--- config.mk ---
export PLATFORM = sky130hd
export DESIGN_NAME = sat_counter
export DESIGN_NICKNAME = d
export VERILOG_FILES = /design/src/rtl/dff_count_checker_sat_counter.sv
export SDC_FILE = /design/constraint.sdc
export NUM_CORES = 1
export LEC_CHECK = 0
export ABC_AREA = 1
export BUFFER_PORTS_ARGS = -buffer_cell sky130_fd_sc_hd__buf_4
export CAP_MARGIN = 30
export CORE_AREA = 2 2 39 41
export DETAILED_ROUTE_END_ITERATION = 10
export DIE_AREA = 0 0 41 43
export GPL_TIMING_DRIVEN = 0
export PLACE_DENSITY_LB_ADDON = 0.1
export SLEW_MARGIN = 5
export SYNTH_ARGS = -nofsm -noshare
export SYNTH_HDL_FRONTEND = slang
export SYNTH_SLANG_ARGS = --single-unit
--- constraint.sdc ---
create_clock -name clk -period 1.1 [get_ports clk]
set_input_delay 0.055 -clock clk [delete_from_list [all_inputs] [get_ports clk]]
set_output_delay 0.055 -clock clk [all_outputs]
set_load 0.05 [all_outputs]
--- src/rtl/dff_count_checker_sat_counter.sv ---
// Saturating up-counter: increments on inc, sticks at all-ones, never wraps.
module sat_counter #(
   parameter int W = 8
) (
   input  logic         clk,
   input  logic         rst,
   input  logic         inc,
   output logic [W-1:0] count
);

   logic [W-1:0] count_q;
   logic [W-1:0] count_d;

   // Next count for the current value, held once the all-ones ceiling is reached.
   function automatic logic [W-1:0] sat_next(input logic [W-1:0] cur);
      logic [W-1:0] res;
      if (cur == {W{1'b1}}) begin
         res = cur;
      end else begin
         res = cur + {{(W-1){1'b0}}, 1'b1};
      end
      return res;
   endfunction

   // Next-count selection.
   always_comb begin
      count_d = count_q;
      if (inc) begin
         count_d = sat_next(count_q);
      end else begin
         count_d = count_q;
      end
   end

   // Count register with synchronous active-low reset.
   always_ff @(posedge clk) begin
      if (!rst) begin
         count_q <= {W{1'b0}};
      end else begin
         count_q <= count_d;
      end
   end

   assign count = count_q;

endmodule : sat_counter

==> run metrics, run 1 <==
ANT nets after route=0; fin. max-slew vios=0; Final Hold Vio Count=0; grt ovf=0; DR vias=roughly 480; Routed WL per cell=roughly 10 um; detailed placer's ending HPWL=roughly 690 um; max reg flops=8; number of synthesized flops with an enable pin=0; M3 GR Usage=9.424%; synthesized flop and latch total=8; period utilization=102.8%; drt first pass iters=4; grt peak-use layer=met2; worst endpoint required time=~1.3 ns; Post-synth top cells=nand2_1 (20), nor2_1 (11), dfxtp_1 (8), inv_1 (8), a21oi_1 (7); GRT Total Usage=between 10% and 20%; Syn Area/Cell=between 6 and 7 um2; TritonCTS clock tree=done; Clk Latency, worst-skew pair=between 0.2 and 0.3 ns; Max stage delay on crit path=between 0.3 and 0.4 ns; Max Clk Rate=~880 MHz; Worst Max-Slew Pin Slew=approximately 0.18 ns; routability cong.=roughly 0.79; final setup skew=around 0.011 ns; Die H=between 40 and 50 um; nets=94; Finished Layout Cells=around 110; Total Power=0.6434 mW; min Tclk post-route=about 1.1 ns; CP cell instances=ha_4 -> inv_2 -> nor2_2 -> nand2_2 -> buf_6 -> a21oi_2 -> nor2_1; # setup viols final=7; die area=1763 um2; Lkg Pwr=around 0.30 nW; most numerous cell in the Yosys netlist=nand2_1; Port Buffers=8; Crit Path Max Fanout=5; initial drt markers=10; Relative slew margins=87.64%; maximum root-to-sink buffer count=2; Hold Crit Class=in -> reg; yosys synthesis warning count=0; max_cap viols=0; CTS root buf=clkbuf_4; ANT cells=0; largest net degree at the start of global routing=11; # rows=14; kind of cell adding the most delay to the critical path=flip-flops; final wirelength=between 1000 and 1500 um; maximum vdd ir drop=between 600 and 700 uV; wire length of the first global-routing pass=about 1500 um; clk slew on worst S/H paths=~0.06 ns; dpl cells=96; CP Buf/Inv Count=2; layout cells sized above 1=49.44%; met2 capacity usage during global routing=between 10% and 20%; Post-synth ARST share=0%; Layout area overhead=45.95%; WP data arrival=between 1 and 1.5 ns; failing checks=negative setup slack; synth unique cells=15; Slowest-stage cell, CP=dfxtp_4; clock sinks=8; CP Capture Type=flip-flop; CP Class=reg -> reg; top-area cell type share of the netlist area=between 30% and 40%; drt drc=0; Startpoint Class=flip-flop; pre-CTS WS=-0.02835 ns; sequential-to-total area share from yosys stat=approximately 33%; synth top area cells=dfxtp_1 (33%), nand2_1 (16%), nor2_1 (8.6%); vias in the first global route=343; Yosys top cell by area=dfxtp_1; status=finished, violations left; Core Area=1384 um2; I/O pin cnt=11; vias per cell=~4.5; pwr/cell area=919.9 nW/um2; Mapped Area=around 480 um2; Post-Syn Nets=between 70 and 80; RSZ-0062 raised after global routing=true; initial core utilization=around 35%; Post-Synthesis Cells=roughly 70; Top FF cell, synth=dfxtp_1; Die Span X=41 um; CTS buffer count=3; maximum level of the CTS H-tree=1; final setup margin=-0.03055 ns; met1 track demand over resource=~16%; initial antenna violation count=0
cells in the final DEF, fill, tap and decap left out:
| cell | n |
|---|---|
| dfxtp_4 | 6 |
| inv_2 | 1 |
| nand2_2 | 3 |
| clkbuf_4 | 3 |
| nand3b_1 | 2 |
| nor2_2 | 2 |
| buf_4 | 13 |
| nor2_4 | 2 |
| buf_6 | 3 |
| nor2_1 | 10 |
| a21oi_1 | 1 |
| dfxtp_2 | 2 |
| clkbuf_1 | 1 |
| nand2_1 | 18 |
| a21oi_2 | 6 |
| nand3_1 | 6 |
| ha_4 | 1 |
| nand3_2 | 1 |
| inv_1 | 7 |
| nor3_2 | 1 |
per-layer routing:
| layer | vias up | part of all wire [%] |
|---|---|---|
| li1 | 260 | - |
| met1 | 205 | 49 |
| met2 | 9 | 44 |
| met3 | 3 | 5.8 |
| met4 | 0 | 1.0 |
| met5 | - | 0 |
through the flow:
step / setup TNS [ns] / util [%] / hold WS [ns] / instance area, um2
CTS: -0.1293 / 47.47 / 0.01943 / 656.9
finish: -0.1062 / 50.54 / 0.02434 / 699.4
floorplan: -0.5635 / - / 0.2842 / 535.5
global placement: -0.1039 / 44.48 / 0.3032 / 615.6
detailed placement: -0.1325 / 44.48 / 0.3034 / 615.6
global route: -0.4380 / 50.54 / 0.02685 / 699.4
worst paths after layout:
| check | from | to | slack [ns] | cells after the start |
|---|---|---|---|---|
| max | count[1] | count[0] | -0.03 | 7 |
| min | rst | count[3] | 0.02 | 3 |
| min reg2reg | count[5] | count[5] | 0.48 | 2 |
| max reg2reg | count[1] | count[0] | -0.03 | 7 |
worst reg2reg max path, cell delays in order (launching register included):
cell and delay, ns:
dfxtp_4 0.36, ha_4 0.15, inv_2 0.04, nor2_2 0.08, nand2_2 0.08, buf_6 0.14
a21oi_2 0.11, nor2_1 0.05
cell families after synthesis:
kind of cell | count (synthesis) | share of synthesized area [%]
and+or+nand+nor | 45 | 44.12
buffers and inverters | 11 | 12.53
DFF | 8 | 33.42
AOI/OAI and AO/OA | 7 | 7.310
adders and majority gates | 1 | 2.611
where the power goes:
part / switching (mW) / internal, mW
sequential: 0.0100 / 0.288
combinational: 0.0567 / 0.0400
clock: 0.110 / 0.139
layout make-up:
| class | instances | area, um2 |
|---|---|---|
| fill | 143 | 684.4 |
| multi-input combinational | 53 | 306.5 |
| sequential | 8 | 185.2 |
| timing repair buffer | 13 | 101.3 |
| buffer | 3 | 30.03 |
| inverter | 8 | 30.03 |
| clock buffer | 4 | 26.28 |
| tap | 16 | 20.02 |
repair_timing:
action	in CTS	in global routing
resized for setup	0	8
endpoints found under the setup margin	6	8
hold buffers	0	0
pin swaps	0	2
gates cloned	0	1
buffers inserted	2	2
Power figures use the tool's default switching activity.
==> run 2: changes to the inputs <==
--- a/config.mk
+++ b/config.mk
@@ -12,7 +12,7 @@
 export DETAILED_ROUTE_END_ITERATION = 10
 export DIE_AREA = 0 0 41 43
 export GPL_TIMING_DRIVEN = 0
-export PLACE_DENSITY_LB_ADDON = 0.1
+export PLACE_DENSITY = 0.59
 export SLEW_MARGIN = 5
 export SYNTH_ARGS = -nofsm -noshare
 export SYNTH_HDL_FRONTEND = slang
==> run 2 against run 1 <==
  * Global-route usage rose by 2.7 points
  * The flow still finishes with violations (negative setup slack)
  * Register-to-register slack barely moved
  * Critical path depth fell by 1
  * Power rose by 4.5%
  * Clock power rose by 8%
  * Final area rose by 3.0%
  * Hold slack got worse by 0.011 ns
  * Largest power group unchanged
  * Highest routed layer unchanged
  * Sequential cell count did not move
  * Critical path type unchanged
  * Die area did not move
==> run metrics, run 2 (same netlist as run 1, synthesis figures left out) <==
status=finished, violations left; failing checks=negative setup slack; Crit Path Max Fanout=3; Core Area=between 1000 and 1500 um2; max_cap viols=0; Final Hold Vio Count=0; CTS root buf=clkbuf_4; layout cells sized above 1=51.09%; Lkg Pwr=0.3162 nW; maximum vdd ir drop=a little over 500 uV; commonest non-fill, non-tap cell in the layout=nand2_1; detailed placer's ending HPWL=748.5 um; worst endpoint required time=around 1.3 ns; pwr/cell area=932.9 nW/um2; ANT cells=0; Die Span X=roughly 41 um; DR vias=493; Total Power=0.6723 mW; CP Capture Type=flip-flop; routability cong.=roughly 0.73; RSZ-0062 raised after global routing=true; clk slew on worst S/H paths=about 0.07 ns; Hold Crit Class=in -> reg; Die H=43 um; vias in the first global route=430; Sum Neg Setup Slack=-0.06971 ns; CP Class=reg -> reg; ANT nets after route=0; hold_sp=rst; Max Clk Rate=around 900 MHz; Finished Layout Cells=roughly 110; dpl cells=96; maximum root-to-sink buffer count=2; Setup crit start=count[0]; Routed WL per cell=approximately 11 um; vias per cell=4.565; final setup margin=-0.02529 ns; worst r2r path cells=6; Clk Latency, worst-skew pair=between 0.2 and 0.3 ns; CTS Hold Bufs=0; # rows=14; final setup skew=0.01150 ns; Hold EP=count[3]; drt drc=0; maximum level of the CTS H-tree=1; WP data arrival=1.28 ns; initial antenna violation count=0; CTS buffer count=3; grt ovf=0; FF-to-FF Start=count[0]; flop-to-flop setup slack=-0.03 ns; Worst Max-Slew Pin Slew=0.1656 ns; period utilization=102.3%; initial core utilization=between 30% and 40%; Port Buffers=8; most frequent cells in the layout=nand2_1 (19), buf_4 (16), nor2_1 (10), inv_1 (6), dfxtp_4 (6); Layout area overhead=50.39%; clock sinks=8; I/O pin cnt=11; Relative slew margins=between 80% and 90%; # setup viols final=7; TritonCTS clock tree=done; wire length of the first global-routing pass=approximately 1900 um; initial drt markers=6; GRT Total Usage=around 16%; min Tclk post-route=~1.1 ns; max reg flops=8; fin. max-slew vios=0; nets=97; fin util=between 50% and 60%; final wirelength=approximately 1100 um; Worst R2R End=count[7]; drt first pass iters=3; Startpoint Class=flip-flop; largest net degree at the start of global routing=11; hold path depth=3; die area=between 1500 and 2000 um2; pre-CTS WS=-0.03575 ns
[run 2: cell types whose count changed in the layout (fill, tap and decap cells not counted), sizes merged]
cell,before,now
buf,16,19
[run 2: repair_timing]
| item | CTS | global route |
|---|---|---|
| cloned | 0 | 1 |
| buffers inserted | 4 | 3 |
| pin swaps | 1 | 4 |
| endpoints found under the setup margin | 7 | 8 |
| gates resized for setup | 2 | 6 |
[run 2: worst max-delay path by stage]
stage,end,cells after the start
floorplan,count[0],7
global placement,count[1],7
detailed placement,count[0],7
CTS,count[2],8
global route,count[4],8
finish,count[7],6
[run 2: report_power, final]
part	internal [mW]	switching, mW
Sequential	0.287	0.00952
Clock	0.140	0.128
Combinational	0.0468	0.0604
[run 2: final cells by class]
class	instances	area [um2]
Fill cell	137	663.1
Multi-Input combinational cell	53	305.3
Sequential cell	8	185.2
Timing Repair Buffer	16	123.9
Buffer	3	30.03
Inverter	8	30.03
Clock buffer	4	26.28
Tap cell	16	20.02
[run 2: metrics by stage]
step           cell area (um2)  hold slack [ns]
6_report                 720.7          0.01304
5_1_grt                  720.7          0.02125
4_1_cts                  681.9          0.02256
3_5_place_dp             615.6           0.3043
3_3_place_gp             615.6           0.3032
2_1_floorplan            535.5           0.2842
[run 2: layer usage]
metal,track usage [%],vias to the layer above,share of wire [%]
met5,0,-,0
met4,10.00,0,2.4
met3,3.141,2,3.6
met2,21.56,9,49
met1,21.54,214,45
li1,-,268,-
[run 2: critical path: stages, from the launching register on]
cell	delay (ns)
dfxtp_4	0.36
ha_4	0.16
nand2_1	0.11
inv_2	0.06
buf_4	0.13
a21oi_1	0.12
nor2_1	0.06
==> run 3: changes to the inputs <==
--- a/config.mk
+++ b/config.mk
@@ -5,14 +5,13 @@
 export SDC_FILE = /design/constraint.sdc
 export NUM_CORES = 1
 export LEC_CHECK = 0
-export ABC_AREA = 1
 export BUFFER_PORTS_ARGS = -buffer_cell sky130_fd_sc_hd__buf_4
 export CAP_MARGIN = 30
 export CORE_AREA = 2 2 39 41
 export DETAILED_ROUTE_END_ITERATION = 10
 export DIE_AREA = 0 0 41 43
 export GPL_TIMING_DRIVEN = 0
-export PLACE_DENSITY = 0.59
+export PLACE_DENSITY = 0.56
 export SLEW_MARGIN = 5
 export SYNTH_ARGS = -nofsm -noshare
 export SYNTH_HDL_FRONTEND = slang
==> run 3 against run 2 <==
  * The flow still finishes with violations (negative setup slack)
  * Hold slack better by 0.18 ns
  * Power shrank 5.6%
  * Clock skew fell by 0.0099 ns
  * Register-to-register slack about the same
  * Synthesized cell count is 36% lower
  * Critical path depth decreased by 2
  * Largest cell class unchanged
==> run metrics, run 3 <==
status=finished, violations left; failing checks=negative setup slack; hold_sp=rst; Die H=around 43 um; Routed WL per cell=11.71 um; xor/xnor cell area share of the yosys netlist=0%; Post-Syn Nets=50; CP Capture Type=flip-flop; number of synthesized flops with an enable pin=0; maximum vdd ir drop=a little over 500 uV; routability cong.=between 0.7 and 0.8; fin. max-slew vios=0; commonest non-fill, non-tap cell in the layout=buf_4; layout cells sized above 1=52.38%; synth unique cells=27; most numerous cell in the Yosys netlist=dfxtp_1; worst r2r path cells=4; Yosys top cell by area=dfxtp_1; top-area cell type share of the netlist area=about 37%; Top FF cell, synth=dfxtp_1; DR vias=approximately 410; Post-Synthesis Cells=46; Syn Area/Cell=around 9.5 um2; ANT cells=0; wire length of the first global-routing pass=roughly 1500 um; ANT nets after route=0; Simple-Gate Fraction of Synth Area=33.71%; Port Buffers=9; CP cell instances=ha_4 -> and3_4 -> a21boi_4 -> mux2i_1; Lkg Pwr=0.2507 nW; largest net degree at the start of global routing=10; sequential-to-total area share from yosys stat=between 30% and 40%; Total Power=roughly 0.63 mW; adder-cell area share of the yosys netlist=2.857%; yosys synthesis warning count=0; CP Class=reg -> reg; Core Area=between 1000 and 1500 um2; synthesized flop and latch total=8; Layout area overhead=42.57%; Post-synth top cells=dfxtp_1 (8), nand2_1 (4), a31oi_1 (3), o21ai_0 (3); flop-to-flop setup slack=-0.02 ns; synth top area cells=dfxtp_1 (37%), mux2i_1 (4.6%), nor3_2 (4.6%); WP data arrival=1.30 ns; kind of cell adding the most delay to the critical path=flip-flops; drt drc=0; clock sinks=8; detailed placer's ending HPWL=657.3 um; die area=around 1800 um2; clk slew on worst S/H paths=around 0.06 ns; maximum level of the CTS H-tree=1; Post-synth ARST share=0%; max_cap viols=0; I/O pin cnt=11; # rows=14; Max stage delay on crit path=between 0.3 and 0.4 ns; grt ovf=0; worst endpoint required time=between 1 and 1.5 ns; period utilization=101.6%; Final Hold Vio Count=0; vias per cell=5.203; maximum root-to-sink buffer count=2; Hold EP=count[0]; GRT Total Usage=roughly an eighth; Die Span X=between 40 and 50 um; max reg flops=8; Max Clk Rate=894.7 MHz; final setup margin=-0.01764 ns; FF-to-FF Start=count[1]; most frequent cells in the layout=buf_4 (13), dfxtp_4 (6), nand2_1 (4), a31oi_1 (3), clkbuf_4 (3); hold path depth=3; nets=between 60 and 70; Crit Path Max Fanout=4; CTS root buf=clkbuf_4; initial drt markers=9; Slowest-stage cell, CP=dfxtp_4; Hold Crit Class=in -> reg; CTS buffer count=3; initial core utilization=31.65%; vias in the first global route=~350; min Tclk post-route=approximately 1.1 ns; complex-gate fraction of the synthesized area=between 10% and 20%; Sum Neg Setup Slack=-0.02560 ns; main combinational cell family by area after synthesis=simple AND/OR/NAND/NOR gates; TritonCTS clock tree=done; Relative slew margins=74.21%; RSZ-0062 raised after global routing=true; Worst R2R End=count[1]; initial antenna violation count=0; final wirelength=just over 900 um; Clk Latency, worst-skew pair=0.25 ns; drt first pass iters=3; Worst Max-Slew Pin Slew=0.3868 ns; Startpoint Class=flip-flop; # setup viols final=2; post-synthesis mux area share=about 4.6%; Mapped Area=roughly 440 um2; CP Buf/Inv Count=0; final setup skew=0.001573 ns; pwr/cell area=~1000 nW/um2
[run 3: per-layer routing]
layer	up-vias	wire length [um]	GRT usage, %
li1	212	-	-
met1	190	446	17.15
met2	7	424	17.50
met3	2	42	3.141
met4	0	12	8.000
met5	-	0	0
[run 3: repair_timing]
item	CTS	global route
hold buffers	0	0
buffers inserted	4	0
resized for setup	0	2
pin swaps	0	1
setup endpoints to repair	2	6
gates cloned	0	0
[run 3: how the worst max path moves through the flow]
stage	from	end	slack (ns)	cells after the start
6_report	count[1]	count[1]	-0.02	4
5_1_grt	count[1]	count[0]	-0.06	4
4_1_cts	count[1]	count[1]	-0.03	4
3_5_place_dp	count[2]	count[1]	-0.04	4
3_3_place_gp	count[2]	count[1]	-0.02	4
2_1_floorplan	count[4]	count[0]	-0.05	4
[run 3: final cells by class]
| type | instances | area (um2) |
|---|---|---|
| Fill cell | 145 | 759.5 |
| Multi-Input combinational cell | 35 | 276.5 |
| Sequential cell | 8 | 185.2 |
| Timing Repair Buffer | 13 | 97.59 |
| Clock buffer | 4 | 26.28 |
| Tap cell | 16 | 20.02 |
| Buffer | 2 | 15.01 |
| Inverter | 1 | 3.754 |
[run 3: kinds of logic after synthesis]
logic type / Yosys count
multiplexers: 2
buffers and inverters: 3
flip-flops: 8
adder cells (fa/ha/maj): 1
AO/OA/AOI/OAI: 11
AND/OR/NAND/NOR: 21
[run 3: where the power goes]
part | internal, mW | switching (mW)
combinational | 0.0365 | 0.0526
sequential | 0.288 | 0.00869
clock | 0.139 | 0.110
total | 0.464 | 0.171
[run 3: worst register-to-register path, cell delays in order (launching register included)]
cell and delay, ns:
dfxtp_4 0.36, ha_4 0.16, and3_4 0.19, a21boi_4 0.15, mux2i_1 0.19
[run 3: stage by stage]
stage / utilization (%) / instance area, um2 / std cells / hold WS (ns) / worst slack, ns
after global placement: 40.96 / 566.8 / 71 / 0.4502 / -0.02030
after floorplan: - / 479.2 / 46 / 0.3081 / -0.04759
final: 45.12 / 624.3 / 79 / 0.1950 / -0.01764
after detailed placement: 40.96 / 566.8 / 71 / 0.4529 / -0.03549
after global routing: 45.12 / 624.3 / 79 / 0.2172 / -0.06080
after CTS: 45.03 / 623.1 / 79 / 0.1919 / -0.03248
